### src/rtl/gpu_pkg.sv
// rtl/gpu_pkg.sv - shared core-state, lsu-state and register-mux definitions
package gpu_pkg;

    // Scheduler core_state encodings
    localparam logic [2:0] CORE_REQUEST = 3'b011;
    localparam logic [2:0] CORE_WAIT    = 3'b100;
    localparam logic [2:0] CORE_UPDATE  = 3'b110;
    localparam logic [2:0] CORE_DONE    = 3'b111;

    // Register-file input mux selects (shared with register file and scheduler)
    localparam logic [1:0] REG_ARITHMETIC = 2'b00;
    localparam logic [1:0] REG_MEMORY     = 2'b01;
    localparam logic [1:0] REG_CONSTANT   = 2'b10;

    typedef enum logic [1:0] {
        LSU_IDLE       = 2'b00,
        LSU_REQUESTING = 2'b01,
        LSU_WAITING    = 2'b10,
        LSU_DONE       = 2'b11
    } lsu_state_t;

endpackage

### src/rtl/load_store_unit_if.sv
// rtl/load_store_unit_if.sv - data-memory valid/ready port between LSU and memory controller
interface load_store_unit_if #(
    parameter int ADDR_BITS = 8,
    parameter int DATA_BITS = 8
);
    logic                 mem_read_valid;
    logic [ADDR_BITS-1:0] mem_read_address;
    logic                 mem_read_ready;
    logic [DATA_BITS-1:0] mem_read_data;
    logic                 mem_write_valid;
    logic [ADDR_BITS-1:0] mem_write_address;
    logic [DATA_BITS-1:0] mem_write_data;
    logic                 mem_write_ready;

    modport master (
        output mem_read_valid, mem_read_address,
        input  mem_read_ready, mem_read_data,
        output mem_write_valid, mem_write_address, mem_write_data,
        input  mem_write_ready
    );

    modport slave (
        input  mem_read_valid, mem_read_address,
        output mem_read_ready, mem_read_data,
        input  mem_write_valid, mem_write_address, mem_write_data,
        output mem_write_ready
    );
endinterface

### src/rtl/lsu_watchdog.sv
// rtl/lsu_watchdog.sv - handshake watchdog counter, built only with LSU_TIMEOUT_EN
`ifdef LSU_TIMEOUT_EN
module lsu_watchdog #(
    parameter int LIMIT = 64,
    parameter int W     = $clog2(LIMIT + 1)
) (
    input  logic         clk,
    input  logic         rst_n,
    input  logic         clear_i,
    input  logic         enable_i,
    input  logic         load_i,
    input  logic [W-1:0] load_value_i,
    output logic         expired_o
);
    logic [W-1:0] count_q, count_d;

    // Expiry is flagged during the LIMIT-th counted cycle so the owner leaves on that edge
    assign expired_o = (count_q >= W'(LIMIT - 1));

    // Clear dominates load; counting saturates once expired
    always_comb begin
        count_d = count_q;
        if (clear_i) begin
            count_d = '0;
        end else if (load_i) begin
            count_d = load_value_i;
        end else if (enable_i && !expired_o) begin
            count_d = count_q + W'(1);
        end
    end

    // Counter register
    always_ff @(posedge clk or negedge rst_n) begin
        if (!rst_n) count_q <= '0;
        else        count_q <= count_d;
    end
endmodule
`endif

### src/rtl/load_store_unit.sv
// rtl/load_store_unit.sv - per-thread LDR/STR unit; optional watchdog via LSU_TIMEOUT_EN
module load_store_unit
    import gpu_pkg::*;
#(
    parameter int ADDR_BITS      = 8,
    parameter int DATA_BITS      = 8,
    parameter int TIMEOUT_CYCLES = 64
) (
    input  logic                 clk,
    input  logic                 reset,
    input  logic                 enable,
    input  logic                 thread_active,
    input  logic [2:0]           core_state,
    input  logic                 decoded_mem_read_enable,
    input  logic                 decoded_mem_write_enable,
    input  logic [DATA_BITS-1:0] rs,
    input  logic [DATA_BITS-1:0] rt,
    load_store_unit_if.master    mem,
    output logic [1:0]           lsu_state,
    output logic [DATA_BITS-1:0] lsu_out,
    output logic                 lsu_error
);
    lsu_state_t           state_q, state_d;
    logic                 is_read_q, is_read_d;
    logic                 rvalid_q, rvalid_d;
    logic [ADDR_BITS-1:0] raddr_q, raddr_d;
    logic                 wvalid_q, wvalid_d;
    logic [ADDR_BITS-1:0] waddr_q, waddr_d;
    logic [DATA_BITS-1:0] wdata_q, wdata_d;
    logic [DATA_BITS-1:0] out_q, out_d;
    logic                 error_q, error_d;
    logic                 advance;
    logic                 wd_expired;

    assign advance = enable && thread_active;

`ifdef LSU_TIMEOUT_EN
    lsu_watchdog #(.LIMIT(TIMEOUT_CYCLES)) u_watchdog (
        .clk          (clk),
        .rst_n        (reset),
        .clear_i      (state_q != LSU_WAITING),
        .enable_i     (advance && (state_q == LSU_WAITING)),
        .load_i       (1'b0),
        .load_value_i ('0),
        .expired_o    (wd_expired)
    );
`else
    assign wd_expired = 1'b0;
`endif

    // Next-state and registered-output values; everything holds unless the thread may advance
    always_comb begin
        state_d   = state_q;
        is_read_d = is_read_q;
        rvalid_d  = rvalid_q;
        raddr_d   = raddr_q;
        wvalid_d  = wvalid_q;
        waddr_d   = waddr_q;
        wdata_d   = wdata_q;
        out_d     = out_q;
        error_d   = error_q;
        if (advance) begin
            case (state_q)
                LSU_IDLE: begin
                    if (core_state == CORE_REQUEST &&
                        (decoded_mem_read_enable || decoded_mem_write_enable)) begin
                        state_d   = LSU_REQUESTING;
                        is_read_d = decoded_mem_read_enable;   // read wins over write
                        error_d   = 1'b0;
                    end
                end
                LSU_REQUESTING: begin
                    if (is_read_q) begin
                        rvalid_d = 1'b1;
                        raddr_d  = rs[ADDR_BITS-1:0];
                    end else begin
                        wvalid_d = 1'b1;
                        waddr_d  = rs[ADDR_BITS-1:0];
                        wdata_d  = rt;
                    end
                    state_d = LSU_WAITING;
                end
                LSU_WAITING: begin
                    if (is_read_q && mem.mem_read_ready) begin
                        rvalid_d = 1'b0;
                        out_d    = mem.mem_read_data;
                        state_d  = LSU_DONE;
                    end else if (!is_read_q && mem.mem_write_ready) begin
                        wvalid_d = 1'b0;
                        state_d  = LSU_DONE;
                    end else if (wd_expired) begin
                        rvalid_d = 1'b0;
                        wvalid_d = 1'b0;
                        error_d  = 1'b1;
                        if (is_read_q) out_d = '0;
                        state_d  = LSU_DONE;
                    end
                end
                LSU_DONE: begin
                    if (core_state == CORE_UPDATE) state_d = LSU_IDLE;
                end
                default: state_d = LSU_IDLE;
            endcase
        end
    end

    // State and output registers, cleared asynchronously
    always_ff @(posedge clk or negedge reset) begin
        if (!reset) begin
            state_q   <= LSU_IDLE;
            is_read_q <= 1'b0;
            rvalid_q  <= 1'b0;
            raddr_q   <= '0;
            wvalid_q  <= 1'b0;
            waddr_q   <= '0;
            wdata_q   <= '0;
            out_q     <= '0;
            error_q   <= 1'b0;
        end else begin
            state_q   <= state_d;
            is_read_q <= is_read_d;
            rvalid_q  <= rvalid_d;
            raddr_q   <= raddr_d;
            wvalid_q  <= wvalid_d;
            waddr_q   <= waddr_d;
            wdata_q   <= wdata_d;
            out_q     <= out_d;
            error_q   <= error_d;
        end
    end

    assign mem.mem_read_valid    = rvalid_q;
    assign mem.mem_read_address  = raddr_q;
    assign mem.mem_write_valid   = wvalid_q;
    assign mem.mem_write_address = waddr_q;
    assign mem.mem_write_data    = wdata_q;
    assign lsu_state             = state_q;
    assign lsu_out               = out_q;
`ifdef LSU_TIMEOUT_EN
    assign lsu_error             = error_q;
`else
    assign lsu_error             = 1'b0;
`endif

    // Shared package constants and the watchdog limit are not all needed by this block
    logic unused_consts;
    assign unused_consts = ^{CORE_WAIT, CORE_DONE, REG_ARITHMETIC, REG_MEMORY, REG_CONSTANT,
                             (TIMEOUT_CYCLES != 0), error_q};
endmodule

### src/flat_wrapper.sv
// flat-port wrapper written by rule: the top's interface ports become plain ports
module load_store_unit_flat import gpu_pkg::*;
#(
    parameter int ADDR_BITS      = 8,
    parameter int DATA_BITS      = 8,
    parameter int TIMEOUT_CYCLES = 64
)
  (clk, reset, enable, thread_active, core_state, decoded_mem_read_enable, decoded_mem_write_enable, rs, rt, lsu_state, lsu_out, lsu_error, mem_mem_read_valid, mem_mem_read_address, mem_mem_read_ready, mem_mem_read_data, mem_mem_write_valid, mem_mem_write_address, mem_mem_write_data, mem_mem_write_ready);
  load_store_unit_if #(.ADDR_BITS(ADDR_BITS), .DATA_BITS(DATA_BITS)) mem_i ();
  input  logic clk;
  input  logic reset;
  input  logic enable;
  input  logic thread_active;
  input  logic [2:0] core_state;
  input  logic decoded_mem_read_enable;
  input  logic decoded_mem_write_enable;
  input  logic [DATA_BITS-1:0] rs;
  input  logic [DATA_BITS-1:0] rt;
  output logic [1:0] lsu_state;
  output logic [DATA_BITS-1:0] lsu_out;
  output logic lsu_error;
  output wire logic [$bits(mem_i.mem_read_valid)-1:0] mem_mem_read_valid;
  output wire logic [$bits(mem_i.mem_read_address)-1:0] mem_mem_read_address;
  input wire logic [$bits(mem_i.mem_read_ready)-1:0] mem_mem_read_ready;
  input wire logic [$bits(mem_i.mem_read_data)-1:0] mem_mem_read_data;
  output wire logic [$bits(mem_i.mem_write_valid)-1:0] mem_mem_write_valid;
  output wire logic [$bits(mem_i.mem_write_address)-1:0] mem_mem_write_address;
  output wire logic [$bits(mem_i.mem_write_data)-1:0] mem_mem_write_data;
  input wire logic [$bits(mem_i.mem_write_ready)-1:0] mem_mem_write_ready;
  assign mem_mem_read_valid = mem_i.mem_read_valid;
  assign mem_mem_read_address = mem_i.mem_read_address;
  assign mem_i.mem_read_ready = mem_mem_read_ready;
  assign mem_i.mem_read_data = mem_mem_read_data;
  assign mem_mem_write_valid = mem_i.mem_write_valid;
  assign mem_mem_write_address = mem_i.mem_write_address;
  assign mem_mem_write_data = mem_i.mem_write_data;
  assign mem_i.mem_write_ready = mem_mem_write_ready;
  load_store_unit #(.ADDR_BITS(ADDR_BITS), .DATA_BITS(DATA_BITS), .TIMEOUT_CYCLES(TIMEOUT_CYCLES)) u_core (.clk(clk), .reset(reset), .enable(enable), .thread_active(thread_active), .core_state(core_state), .decoded_mem_read_enable(decoded_mem_read_enable), .decoded_mem_write_enable(decoded_mem_write_enable), .rs(rs), .rt(rt), .mem(mem_i), .lsu_state(lsu_state), .lsu_out(lsu_out), .lsu_error(lsu_error));
endmodule
### config.mk
export PLATFORM = sky130hd
export DESIGN_NAME = load_store_unit_flat
export DESIGN_NICKNAME = d
export VERILOG_FILES = /design/src/rtl/gpu_pkg.sv /design/src/rtl/load_store_unit_if.sv /design/src/rtl/lsu_watchdog.sv /design/src/rtl/load_store_unit.sv /design/src/flat_wrapper.sv
export SDC_FILE = /design/constraint.sdc
export NUM_CORES = 1
export LEC_CHECK = 0
export ABC_AREA = 1
export CELL_PAD_IN_SITES_DETAIL_PLACEMENT = 1
export CELL_PAD_IN_SITES_GLOBAL_PLACEMENT = 1
export CORE_ASPECT_RATIO = 1.5
export CORE_MARGIN = 8
export CORE_UTILIZATION = 31
export CTS_BUF_LIST = sky130_fd_sc_hd__clkbuf_4 sky130_fd_sc_hd__clkbuf_8
export DETAILED_ROUTE_END_ITERATION = 10
export PLACE_DENSITY = 0.89
export SYNTH_ARGS = -nofsm -noshare
export SYNTH_HDL_FRONTEND = slang
export SYNTH_SLANG_ARGS = --single-unit
### constraint.sdc
create_clock -name clk -period 2 [get_ports clk]
set_clock_uncertainty 0.05 [all_clocks]
set_input_delay 0.4 -clock clk [delete_from_list [all_inputs] [get_ports clk]]
set_output_delay 0.4 -clock clk [all_outputs]
set_load 0.02 [all_outputs]
-- Word level (Yosys, flattened, before mapping)
Cells that the tools add are included.
W data, S select, Z words.
- input bits: 35
- flip-flop bits (word level): 37
- word-level logic and storage cells: 49
- eq/ne operators: 13
- bitwise logic cells: 1
- reduce and logical (&&, ||, !) cells: 15
- mux-type cells: 12
- operator list (operator ; count):
    $reduce_and A3 Y1 ; 4
    $ne A2 B1 Y1 const B ; 5
    $mux W2 ; 4
    $pmux W2 S4 ; 1
    $reduce_and A4 Y1 ; 2
    $mux W1 ; 5
    $reduce_and A5 Y1 ; 1
    $eq A2 B2 Y1 const B ; 2
    $logic_and A1 B1 Y1 ; 4
    $ne A2 B2 Y1 const B ; 2
    $pmux W1 S2 ; 2
    $eq A3 B2 Y1 const B ; 1
    $eq A3 B3 Y1 const B ; 1
    $ne A3 B1 Y1 const B ; 1
    $eq A2 B1 Y1 const B ; 1
    $logic_not A2 Y1 ; 1
    $reduce_bool A2 Y1 ; 1
    $logic_not A1 Y1 ; 1
    $logic_or A1 B1 Y1 ; 1
    $not A1 Y1 ; 1

-- Depth between registers and ports, before layout
Gate-level depths: netlist of run 1.
- depth in word-level cells: 5
- mapped depth: 8
- gate-level depth less buffers: 8

-- Worst setup path before layout of run 1
Ideal clock, no wire load.
- kind: reg-to-reg
- start point: register u_core.state_q[1], in the netlist u_core.lsu_state[1]
- end point: register u_core.waddr_q[1], in the netlist u_core.mem.mem_write_address[1]
- required time: 1.832 ns
- period minus slack after synthesis: 1.506 ns
- arrival: 1.338 ns
- stages on the path, launching flop included: 9
- slack: 0.494 ns
- path buffers: 1
- path through: dfrtp_1 > inv_1 > ha_1 > inv_1 > nor2_1 > nand2_1 > buf_4 > nand2_1 > o21ai_2
- cells in the longest elaborated chain, start to end: 2
- RTL lines (item ; RTL line ; RTL):
    start, declared ; load_store_unit.sv:23 ; lsu_state_t state_q, state_d;
    start signal, assigned ; load_store_unit.sv:120 ; state_q <= state_d;
    $eq A2 B1 Y1 ; load_store_unit.sv:63 ; case (state_q)
    $reduce_and A3 Y1 (no line) ; - ;
    end signal, assigned ; load_store_unit.sv:125 ; waddr_q <= waddr_d;
    end, declared ; load_store_unit.sv:28 ; logic [ADDR_BITS-1:0] waddr_q, waddr_d;
Every way passes these cells.
A chain may end at the register's enable or synchronous reset.

-- Worst setup path in the final report of run 1
- start point: register u_core.state_q[1], in the netlist u_core.lsu_state[1]
- end point: output port lsu_state[1]
- RTL lines (item ; RTL line ; RTL):
    end, declared ; flat_wrapper.sv:19 ; output logic [1:0] lsu_state;
No word-level cell between the ends.

==> impl_results.html, run 1 <==
<table>
<tr><th>Metric</th><th>Value</th></tr>
<tr><th colspan="2">Finish</th></tr>
<tr><td>Layout overhead on the synthesized area</td><td>56.2%</td></tr>
<tr><td>Area of combinational cells with multiple inputs</td><td>609 µm²</td></tr>
<tr><td>Number of antenna cells inserted</td><td>0</td></tr>
<tr><td>Filler-free cell count of the finished design</td><td>about 330</td></tr>
<tr><td>Filler cells</td><td>around 600</td></tr>
<tr><td>Proportion of layout cells with a drive suffix above 1</td><td>11.6%</td></tr>
<tr><td>Area of all sequential standard cells</td><td>about 930 µm²</td></tr>
<tr><td>Number of nets in the layout</td><td>approximately 300</td></tr>
<tr><th colspan="2">Floorplan</th></tr>
<tr><td>Chip width</td><td>75.0 µm</td></tr>
<tr><td>Initial standard-cell utilization of the core</td><td>31.8%</td></tr>
<tr><td>Die footprint</td><td>0.00783 mm²</td></tr>
<tr><td>Total I/O pin count</td><td>72</td></tr>
<tr><td>Core Area</td><td>just over 0.005 mm²</td></tr>
<tr><td>Count of standard-cell rows</td><td>32</td></tr>
<tr><td>Vertical die dimension</td><td>104 µm</td></tr>
<tr><th colspan="2">Drt</th></tr>
<tr><td>Vias</td><td>1484</td></tr>
<tr><td>Routed via count divided by cell count</td><td>4.54</td></tr>
<tr><td>DRC marker count from the first detailed-route iteration</td><td>53</td></tr>
<tr><td>Residual DRC count</td><td>0</td></tr>
<tr><td>Routed WL</td><td>around 5.0 mm</td></tr>
<tr><td>Initial DRT Pass Iterations</td><td>4</td></tr>
<tr><td>Average wire per standard cell</td><td>15.4 µm</td></tr>
<tr><td>Antenna-violating nets left</td><td>0</td></tr>
<tr><th colspan="2">Synthesis</th></tr>
<tr><td>Sequential fraction of the synthesis area</td><td>between 50% and 60%</td></tr>
<tr><td>Main combinational cell family by area after synthesis</td><td>simple AND/OR/NAND/NOR gates</td></tr>
<tr><td>Area fraction in compound gates after synthesis</td><td>roughly 5.6%</td></tr>
<tr><td>Yosys top cell by area</td><td>sky130_fd_sc_hd__dfrtp_1</td></tr>
<tr><td>Top FF cell, synth</td><td>sky130_fd_sc_hd__dfrtp_1</td></tr>
<tr><td>Portion of synthesized cell area occupied by the leading cell type</td><td>approximately 57%</td></tr>
<tr><td>Unique masters post-synth</td><td>21</td></tr>
<tr><td>Average instance area after synthesis</td><td>8.99 µm²</td></tr>
<tr><td>Most frequently used cell type in the post-synthesis netlist</td><td>sky130_fd_sc_hd__nand2_1</td></tr>
<tr><td>Number of enable flip-flop cells after synthesis</td><td>0</td></tr>
<tr><td>Synth top cells by count</td><td>71 x sky130_fd_sc_hd__nand2_1, 37 x sky130_fd_sc_hd__dfrtp_1, 14 x sky130_fd_sc_hd__nand3_1, 11 x sky130_fd_sc_hd__inv_1, 10 x sky130_fd_sc_hd__nor2_1</td></tr>
<tr><td>Top cells by area in the synthesized netlist</td><td>sky130_fd_sc_hd__dfrtp_1 57%, sky130_fd_sc_hd__nand2_1 16%, sky130_fd_sc_hd__nand3_1 4.3%, sky130_fd_sc_hd__ha_1 3.1%, sky130_fd_sc_hd__o21ai_2 2.7%</td></tr>
<tr><td>Total of warnings raised by yosys</td><td>0</td></tr>
<tr><td>Post-Syn Instances</td><td>180</td></tr>
<tr><td>Post-synthesis register bit count</td><td>37</td></tr>
<tr><td>Multiplexer fraction of the synthesized cell area</td><td>under 10%</td></tr>
<tr><td>Adder-cell area share of the yosys netlist</td><td>under 10%</td></tr>
<tr><td>Share of the synthesized netlist area taken by xor and xnor gates</td><td>0%</td></tr>
<tr><td>Post-Synthesis Cell Area</td><td>between 0.0015 and 0.002 mm²</td></tr>
<tr><td>Post-synthesis net count</td><td>roughly 220</td></tr>
<tr><td>Share of synthesized flip-flops with an asynchronous set or reset</td><td>100%</td></tr>
<tr><td>Post-Synth Simple-Gate Area</td><td>a little over a quarter</td></tr>
<tr><th colspan="2">Global routing</th></tr>
<tr><td>Overall routing resource usage</td><td>13.6%</td></tr>
<tr><td>Vias in the first global route</td><td>~1700</td></tr>
<tr><td>Sum of overflow across all layers after global routing</td><td>0</td></tr>
<tr><td>Pin count of the biggest net entering global routing</td><td>21</td></tr>
<tr><td>Antenna violations before repair</td><td>0</td></tr>
<tr><td>Global-route wire length before repair</td><td>8.29 mm</td></tr>
<tr><th colspan="2">Timing</th></tr>
<tr><td>Count of pins over their slew limit</td><td>0</td></tr>
<tr><td>Setup repair after global routing missed its margin</td><td>no</td></tr>
<tr><td>Max Fclk</td><td>between 0.5 and 0.6 GHz</td></tr>
<tr><td>Accumulated negative setup slack</td><td>0 ns</td></tr>
<tr><td>Final count of hold timing violations</td><td>0</td></tr>
<tr><td>Final setup fails</td><td>0</td></tr>
<tr><td>Tcrit/Tclk final</td><td>between 90 and 100%</td></tr>
<tr><td>Shortest period the worst path allows</td><td>1.80 ns</td></tr>
<tr><th colspan="2">Clocking</th></tr>
<tr><td>Clk sink count</td><td>37</td></tr>
<tr><td>PostCTS Resize Cnt</td><td>0</td></tr>
<tr><td>Clock latency reported for the late side of the worst-skew pair</td><td>between 0.2 and 0.3 ns</td></tr>
<tr><td>Post-CTS clock slew at the launch and capture registers of the worst setup and hold paths</td><td>~0.070 ns</td></tr>
<tr><td>Clock root buffer</td><td>sky130_fd_sc_hd__clkbuf_8</td></tr>
<tr><td>Max H-tree Level</td><td>2</td></tr>
<tr><td>Number of buffers on the longest clock path</td><td>2</td></tr>
<tr><td>Post-cts hold buffer count</td><td>0</td></tr>
<tr><td>Number of setup buffers added after CTS</td><td>0</td></tr>
<tr><td>Clock tree from TritonCTS</td><td>yes</td></tr>
<tr><td>TritonCTS buffer count</td><td>5</td></tr>
<tr><th colspan="2">Worst setup path</th></tr>
<tr><td>Critical path cell sequence</td><td>clkdlybuf4s50_1</td></tr>
<tr><td>Max FO, Critical Path</td><td>5</td></tr>
<tr><td>Kind of end point of the critical path</td><td>primary output</td></tr>
<tr><td>Crit Path Category</td><td>reg2out</td></tr>
<tr><td>Max stage delay cell, worst path</td><td>sky130_fd_sc_hd__clkdlybuf4s50_1</td></tr>
<tr><td>Worst path top cell family by delay</td><td>buffers and inverters</td></tr>
<tr><td>Largest stage delay on the critical path</td><td>~0.64 ns</td></tr>
<tr><td>WP data required</td><td>1.55 ns</td></tr>
<tr><td>Buffers plus inverters on the worst setup path</td><td>1</td></tr>
<tr><td>Data arrival time of the critical path</td><td>approximately 1.4 ns</td></tr>
<tr><td>Type of element launching the critical path</td><td>flop</td></tr>
<tr><th colspan="2">Place</th></tr>
<tr><td>Last weighted congestion value of the routability-driven placer</td><td>approximately 0.73</td></tr>
<tr><td>Placed insts</td><td>around 320</td></tr>
<tr><td>Post-DP HPWL</td><td>between 4 and 5 mm</td></tr>
<tr><td>Count of buffers from port buffering</td><td>70</td></tr>
<tr><th colspan="2">Power</th></tr>
<tr><td>Pwr Density</td><td>between 1000 and 1500 mW/mm²</td></tr>
<tr><td>P_sw</td><td>about 1400 µW</td></tr>
<tr><td>Fraction of power consumed by sequential logic</td><td>about a third</td></tr>
<tr><td>Switching part of the total</td><td>38.7%</td></tr>
<tr><td>Leakage component of the power</td><td>0.00122 µW</td></tr>
<tr><td>Internal Power</td><td>2190 µW</td></tr>
<tr><td>Relative contribution of combinational cells to total power</td><td>48.8%</td></tr>
<tr><td>Clock share of power</td><td>15.9%</td></tr>
<tr><td>IR drop worst, VDD</td><td>around 0.0005 V</td></tr>
<tr><th colspan="2">Run</th></tr>
<tr><td>Number of violations of the max-capacitance limit</td><td>0</td></tr>
<tr><th colspan="2">Status</th></tr>
<tr><td>Outcome</td><td>finished clean</td></tr>
<tr><th colspan="2">Hold path</th></tr>
<tr><td>Min-delay worst type</td><td>in2async</td></tr>
</table>
[worst reg2reg max path, delay by kind of cell, from the launching register on]
kind	cells	cell delay (ns)
adder cells (fa/ha/maj)	1	0.25
buffers and inverters	2	0.24
flip-flops	1	0.43
AND/OR/NAND/NOR	4	0.49
[power by group through the flow]
stage	registers (µW)	clock network, µW	logic [µW]
global placement	1260	0	1710
global route	1310	616	1900
CTS	1270	588	1790
detailed placement	1280	0	1780
finish	1260	568	1750
floorplan	1620	0	500
[per-layer routing]
metal,up-vias,GRT usage (%),share of wire [%]
li1,714,-,-
met5,-,0,0
met1,725,13.5,35
met4,0,4.93,1.9
met2,38,25.9,59
met3,7,2.41,4.2
[cells in the final DEF (no fill, tap or decap), drive strengths merged]
cell type	count
inv	12
dfrtp	37
conb	1
nor2	12
or2	2
ha	4
o21ai	7
nand2	72
clkbuf	7
nand4	2
clkinv	1
mux2	3
buf	8
a21oi	6
a21o	1
nand3b	1
nand3	14
clkdlybuf4s50	69
[flip-flops by register name (all words and copies together) (netlist names)]
register                      cells
u_core.mem.mem_write_valid        1
u_core.lsu_out                    8
u_core.lsu_state                  2
u_core.mem.mem_write_address      8
u_core.mem.mem_write_data         8
u_core.mem.mem_read_valid         1
u_core.mem.mem_read_address       8
u_core.is_read_q                  1
[cell families after synthesis]
group                      Yosys count
buffers and inverters               18
AOI/OAI and AO/OA                   14
muxes                                3
adders and majority gates            4
and+or+nand+nor                    103
DFF                                 37
other                                1
[area by class of cell]
cell class                 instances  area share, %
clock buffer                       7           3.81
clock inverter                     1          0.198
inverter                          12           1.78
multi-input combinational        125           24.1
sequential                        37           36.6
tap                               68           3.37
timing repair buffer              77           30.1
[per-stage QoR]
step | util [%] | power (µW) | setup slack [ns] | hold slack (ns) | instance area (µm²)
floorplan | - | 2120 | 0.494 | 0.0544 | 1620
CTS | 49.7 | 3640 | 0.174 | 0.0191 | 2530
finish | 49.7 | 3580 | 0.196 | 0.0127 | 2530
global route | 49.7 | 3820 | 0.134 | 0.0341 | 2530
detailed placement | 47.7 | 3060 | 0.112 | 0.323 | 2430
global placement | 47.7 | 2970 | 0.216 | 0.316 | 2430
[final timing paths]
kind	endpoint	start	cells past startpoint	slack, ns
max in group asynchronous	u_core.mem.mem_write_address[5]$_DFFE_PN0P_	reset	2	1.43
worst max-delay path	lsu_state[1]	u_core.lsu_state[1]$_DFFE_PN0P_	1	0.20
worst min-delay path	u_core.lsu_state[0]$_DFFE_PN0P_	reset	1	0.01
min in group clk	u_core.mem.mem_write_data[4]$_DFFE_PN0P_	u_core.mem.mem_write_data[4]$_DFFE_PN0P_	2	0.43
worst max register to register	u_core.lsu_out[2]$_DFFE_PN0P_	u_core.lsu_state[0]$_DFFE_PN0P_	7	0.42
worst min register to register	u_core.mem.mem_write_data[4]$_DFFE_PN0P_	u_core.mem.mem_write_data[4]$_DFFE_PN0P_	2	0.43
Power figures use the tool's default switching activity.
==> run 2: changes to the inputs <==
CTS_CLUSTER_DIAMETER = 40   (was unset)
CTS_CLUSTER_SIZE = 16   (was unset)
==> results of run 2 <==
The final DEF is identical to that of run 1; final timing and power are the same.
==> run 3: changes to the inputs <==
CORE_MARGIN = unset   (was 8)
SLEW_MARGIN = 0   (was unset)
==> run 3 against run 2 <==
First-iteration DRC count up 21%. Cell count down 0.31%. Largest cell class unchanged. Clock power is 2% lower. Maximum frequency is 0.12% higher. Highest routed layer unchanged. Combinational power is essentially flat. Critical path type unchanged. Flip-flop and latch count unchanged. Global-route usage increased by 5.3 points. Worst setup slack better by 0.0022 ns. Worst hold slack better by 0.071 ns.
==> impl_results.html, run 3 (same netlist as run 1, synthesis figures left out) <==
<table>
<tr><th>Metric</th><th>Value</th></tr>
<tr><th colspan="2">Status</th></tr>
<tr><td>Outcome</td><td>finished clean</td></tr>
<tr><th colspan="2">Global routing</th></tr>
<tr><td>Met1 usage</td><td>21.7% (+8.2 points)</td></tr>
<tr><td>Global-route wire length before repair</td><td>7.77 mm (-6.2%)</td></tr>
<tr><td>Met2 routing resource usage after global routing</td><td>31.9% (+6.0 points)</td></tr>
<tr><td>Pin count of the biggest net entering global routing</td><td>38 (+81%)</td></tr>
<tr><td>Antenna violations before repair</td><td>0 (unchanged)</td></tr>
<tr><td>Sum of overflow across all layers after global routing</td><td>0 (unchanged)</td></tr>
<tr><td>GRT met3 Usage</td><td>4.58% (+2.2 points)</td></tr>
<tr><td>Vias in the first global route</td><td>1626 (-5.5%)</td></tr>
<tr><td>Most Used Layer, Global Route</td><td>met2</td></tr>
<tr><td>Overall routing resource usage</td><td>18.9% (+5.3 points)</td></tr>
<tr><th colspan="2">Timing</th></tr>
<tr><td>Final count of hold timing violations</td><td>0 (unchanged)</td></tr>
<tr><td>Shortest period the worst path allows</td><td>1.80 ns (-0.00216 ns)</td></tr>
<tr><td>Accumulated negative setup slack</td><td>0 ns (unchanged)</td></tr>
<tr><td>Tcrit/Tclk final</td><td>90.1% (-0.11 points)</td></tr>
<tr><td>Setup repair after global routing missed its margin</td><td>no</td></tr>
<tr><td>Count of pins over their slew limit</td><td>0 (unchanged)</td></tr>
<tr><td>Max Fclk</td><td>0.555 GHz (+0.12%)</td></tr>
<tr><td>Final setup fails</td><td>0 (unchanged)</td></tr>
<tr><th colspan="2">Floorplan</th></tr>
<tr><td>Chip width</td><td>61.0 µm (-19%)</td></tr>
<tr><td>Vertical die dimension</td><td>90.5 µm (-13%)</td></tr>
<tr><td>Initial standard-cell utilization of the core</td><td>32.8% (+1.0 points)</td></tr>
<tr><td>Count of standard-cell rows</td><td>31 (-3.1%)</td></tr>
<tr><td>Die footprint</td><td>0.00552 mm² (-30%)</td></tr>
<tr><td>Total I/O pin count</td><td>72 (unchanged)</td></tr>
<tr><td>Core Area</td><td>0.00493 mm² (-3.1%)</td></tr>
<tr><th colspan="2">Drt</th></tr>
<tr><td>Antenna-violating nets left</td><td>0 (unchanged)</td></tr>
<tr><td>Average wire per standard cell</td><td>14.0 µm (-9.0%)</td></tr>
<tr><td>Routed WL</td><td>4.58 mm (-9.3%)</td></tr>
<tr><td>Initial DRT Pass Iterations</td><td>4 (unchanged)</td></tr>
<tr><td>Routed via count divided by cell count</td><td>4.59 (+1.1%)</td></tr>
<tr><td>Residual DRC count</td><td>0 (unchanged)</td></tr>
<tr><td>DRC marker count from the first detailed-route iteration</td><td>64 (+21%)</td></tr>
<tr><td>Vias</td><td>1496 (+0.81%)</td></tr>
<tr><th colspan="2">Finish</th></tr>
<tr><td>Number of nets in the layout</td><td>298 (+0.34%)</td></tr>
<tr><td>Number of antenna cells inserted</td><td>0 (unchanged)</td></tr>
<tr><td>Layout overhead on the synthesized area</td><td>55.5%</td></tr>
<tr><td>Proportion of layout cells with a drive suffix above 1</td><td>11.9% (+0.34 points)</td></tr>
<tr><td>Most common library cell in the layout ignoring fill and taps</td><td>sky130_fd_sc_hd__nand2_1</td></tr>
<tr><td>Commonest non-fill, non-tap cells in the layout</td><td>71 x sky130_fd_sc_hd__nand2_1, 69 x sky130_fd_sc_hd__clkdlybuf4s50_1, 37 x sky130_fd_sc_hd__dfrtp_1</td></tr>
<tr><td>Final design utilization</td><td>51.1% (+1.3 points)</td></tr>
<tr><th colspan="2">Clocking</th></tr>
<tr><td>Max H-tree Level</td><td>2 (unchanged)</td></tr>
<tr><td>Number of setup buffers added after CTS</td><td>0 (unchanged)</td></tr>
<tr><td>PostCTS Resize Cnt</td><td>0 (unchanged)</td></tr>
<tr><td>TritonCTS buffer count</td><td>5 (unchanged)</td></tr>
<tr><td>Clk sink count</td><td>37 (unchanged)</td></tr>
<tr><td>Post-CTS clock slew at the launch and capture registers of the worst setup and hold paths</td><td>0.08 ns (about the same)</td></tr>
<tr><td>Clock tree from TritonCTS</td><td>yes</td></tr>
<tr><td>Post-cts hold buffer count</td><td>0 (unchanged)</td></tr>
<tr><td>Clock root buffer</td><td>sky130_fd_sc_hd__clkbuf_8</td></tr>
<tr><td>Number of buffers on the longest clock path</td><td>2 (unchanged)</td></tr>
<tr><td>Clock latency reported for the late side of the worst-skew pair</td><td>0.29 ns (about the same)</td></tr>
<tr><th colspan="2">Power</th></tr>
<tr><td>Switching part of the total</td><td>39.2% (+0.45 points)</td></tr>
<tr><td>Internal Power</td><td>2170 µW (-1.1%)</td></tr>
<tr><td>IR drop worst, VDD</td><td>0.000648 V (+32%)</td></tr>
<tr><td>Fraction of power consumed by sequential logic</td><td>35.5% (+0.2 points)</td></tr>
<tr><td>Pwr Density</td><td>1420 mW/mm² (+0.12%)</td></tr>
<tr><td>P_sw</td><td>1400 µW (+0.77%)</td></tr>
<tr><td>Clock share of power</td><td>15.7% (-0.2 points)</td></tr>
<tr><td>Relative contribution of combinational cells to total power</td><td>48.9% (about the same)</td></tr>
<tr><td>Leakage component of the power</td><td>0.00121 µW (-0.21%)</td></tr>
<tr><th colspan="2">Worst setup path</th></tr>
<tr><td>WP data required</td><td>1.55 ns (about the same)</td></tr>
<tr><td>Critical path cell sequence</td><td>clkdlybuf4s50_1</td></tr>
<tr><td>Crit path launch</td><td>u_core.lsu_state[0]$_DFFE_PN0P_</td></tr>
<tr><td>Largest stage delay on the critical path</td><td>0.64 ns (about the same)</td></tr>
<tr><td>Worst path top cell family by delay</td><td>buffers and inverters</td></tr>
<tr><td>Data arrival time of the critical path</td><td>1.35 ns (about the same)</td></tr>
<tr><td>Kind of end point of the critical path</td><td>primary output</td></tr>
<tr><td>Launch instance of the worst register-to-register path</td><td>u_core.lsu_state[1]$_DFFE_PN0P_</td></tr>
<tr><td>Max FO, Critical Path</td><td>5 (unchanged)</td></tr>
<tr><td>Type of element launching the critical path</td><td>flop</td></tr>
<tr><td>Buffers plus inverters on the worst setup path</td><td>1 (unchanged)</td></tr>
<tr><td>Crit Path Category</td><td>reg2out</td></tr>
<tr><td>Max stage delay cell, worst path</td><td>sky130_fd_sc_hd__clkdlybuf4s50_1</td></tr>
<tr><th colspan="2">Place</th></tr>
<tr><td>Count of buffers from port buffering</td><td>70 (unchanged)</td></tr>
<tr><td>Last weighted congestion value of the routability-driven placer</td><td>0.799 (+9.7%)</td></tr>
<tr><td>Post-DP HPWL</td><td>3.53 mm (-16%)</td></tr>
<tr><th colspan="2">Run</th></tr>
<tr><td>Number of violations of the max-capacitance limit</td><td>0 (unchanged)</td></tr>
<tr><th colspan="2">Hold path</th></tr>
<tr><td>Min-delay worst type</td><td>in2async</td></tr>
</table>
[run 3: cell count changes in the layout (fill, tap and decap cells not counted), sizes merged]
cell / before / now
clkbuf: 7 / 6
clkinv: 1 / 2
buf: 8 / 9
[run 3: per-layer routing]
metal	part of all wire (%)	wire, µm
met5	0	0
met2	52	2370
met1	40	1840
met3	5.4	249
met4	2.6	119
[run 3: stage by stage]
step                cells  hold WS [ns]  setup slack [ns]  total power [µW]  instance area [µm²]
finish                326        0.0838             0.198              3560                 2510
global route          326         0.123             0.119              3810                 2510
CTS                   326         0.109             0.181              3610                 2510
detailed placement    318         0.407             0.208              3040                 2420
global placement      318         0.404             0.252              2960                 2420
floorplan             180        0.0544             0.494              2120                 1620
[run 3: worst paths after layout]
kind | slack [ns] | endpoint | depth (start not counted)
worst max register to register | 0.38 | u_core.mem.mem_write_valid$_DFFE_PN0P_ | 8
min in group clk | 0.42 | u_core.lsu_out[6]$_DFFE_PN0P_ | 2
worst max-delay path | 0.20 | lsu_state[0] | 1
max in group asynchronous | 1.48 | u_core.lsu_out[3]$_DFFE_PN0P_ | 2
worst min-delay path | 0.08 | u_core.mem.mem_write_data[1]$_DFFE_PN0P_ | 2
worst min register to register | 0.42 | u_core.lsu_out[6]$_DFFE_PN0P_ | 2
[run 3: power groups by stage]
stage | clock network [µW] | logic [µW] | registers (µW)
2_1_floorplan | 0 | 500 | 1620
3_3_place_gp | 0 | 1690 | 1270
3_5_place_dp | 0 | 1760 | 1280
4_1_cts | 570 | 1770 | 1270
5_1_grt | 602 | 1900 | 1310
6_report | 559 | 1740 | 1260
[run 3: final cells by class]
| type | count | area, µm² |
|---|---|---|
| clock buffer | 6 | 82.6 |
| clock inverter | 2 | 13.8 |
| fill | 594 | 2410 |
| inverter | 12 | 45.0 |
| multi-input combinational | 125 | 609 |
| sequential | 37 | 926 |
| tap | 66 | 82.6 |
| timing repair buffer | 78 | 756 |
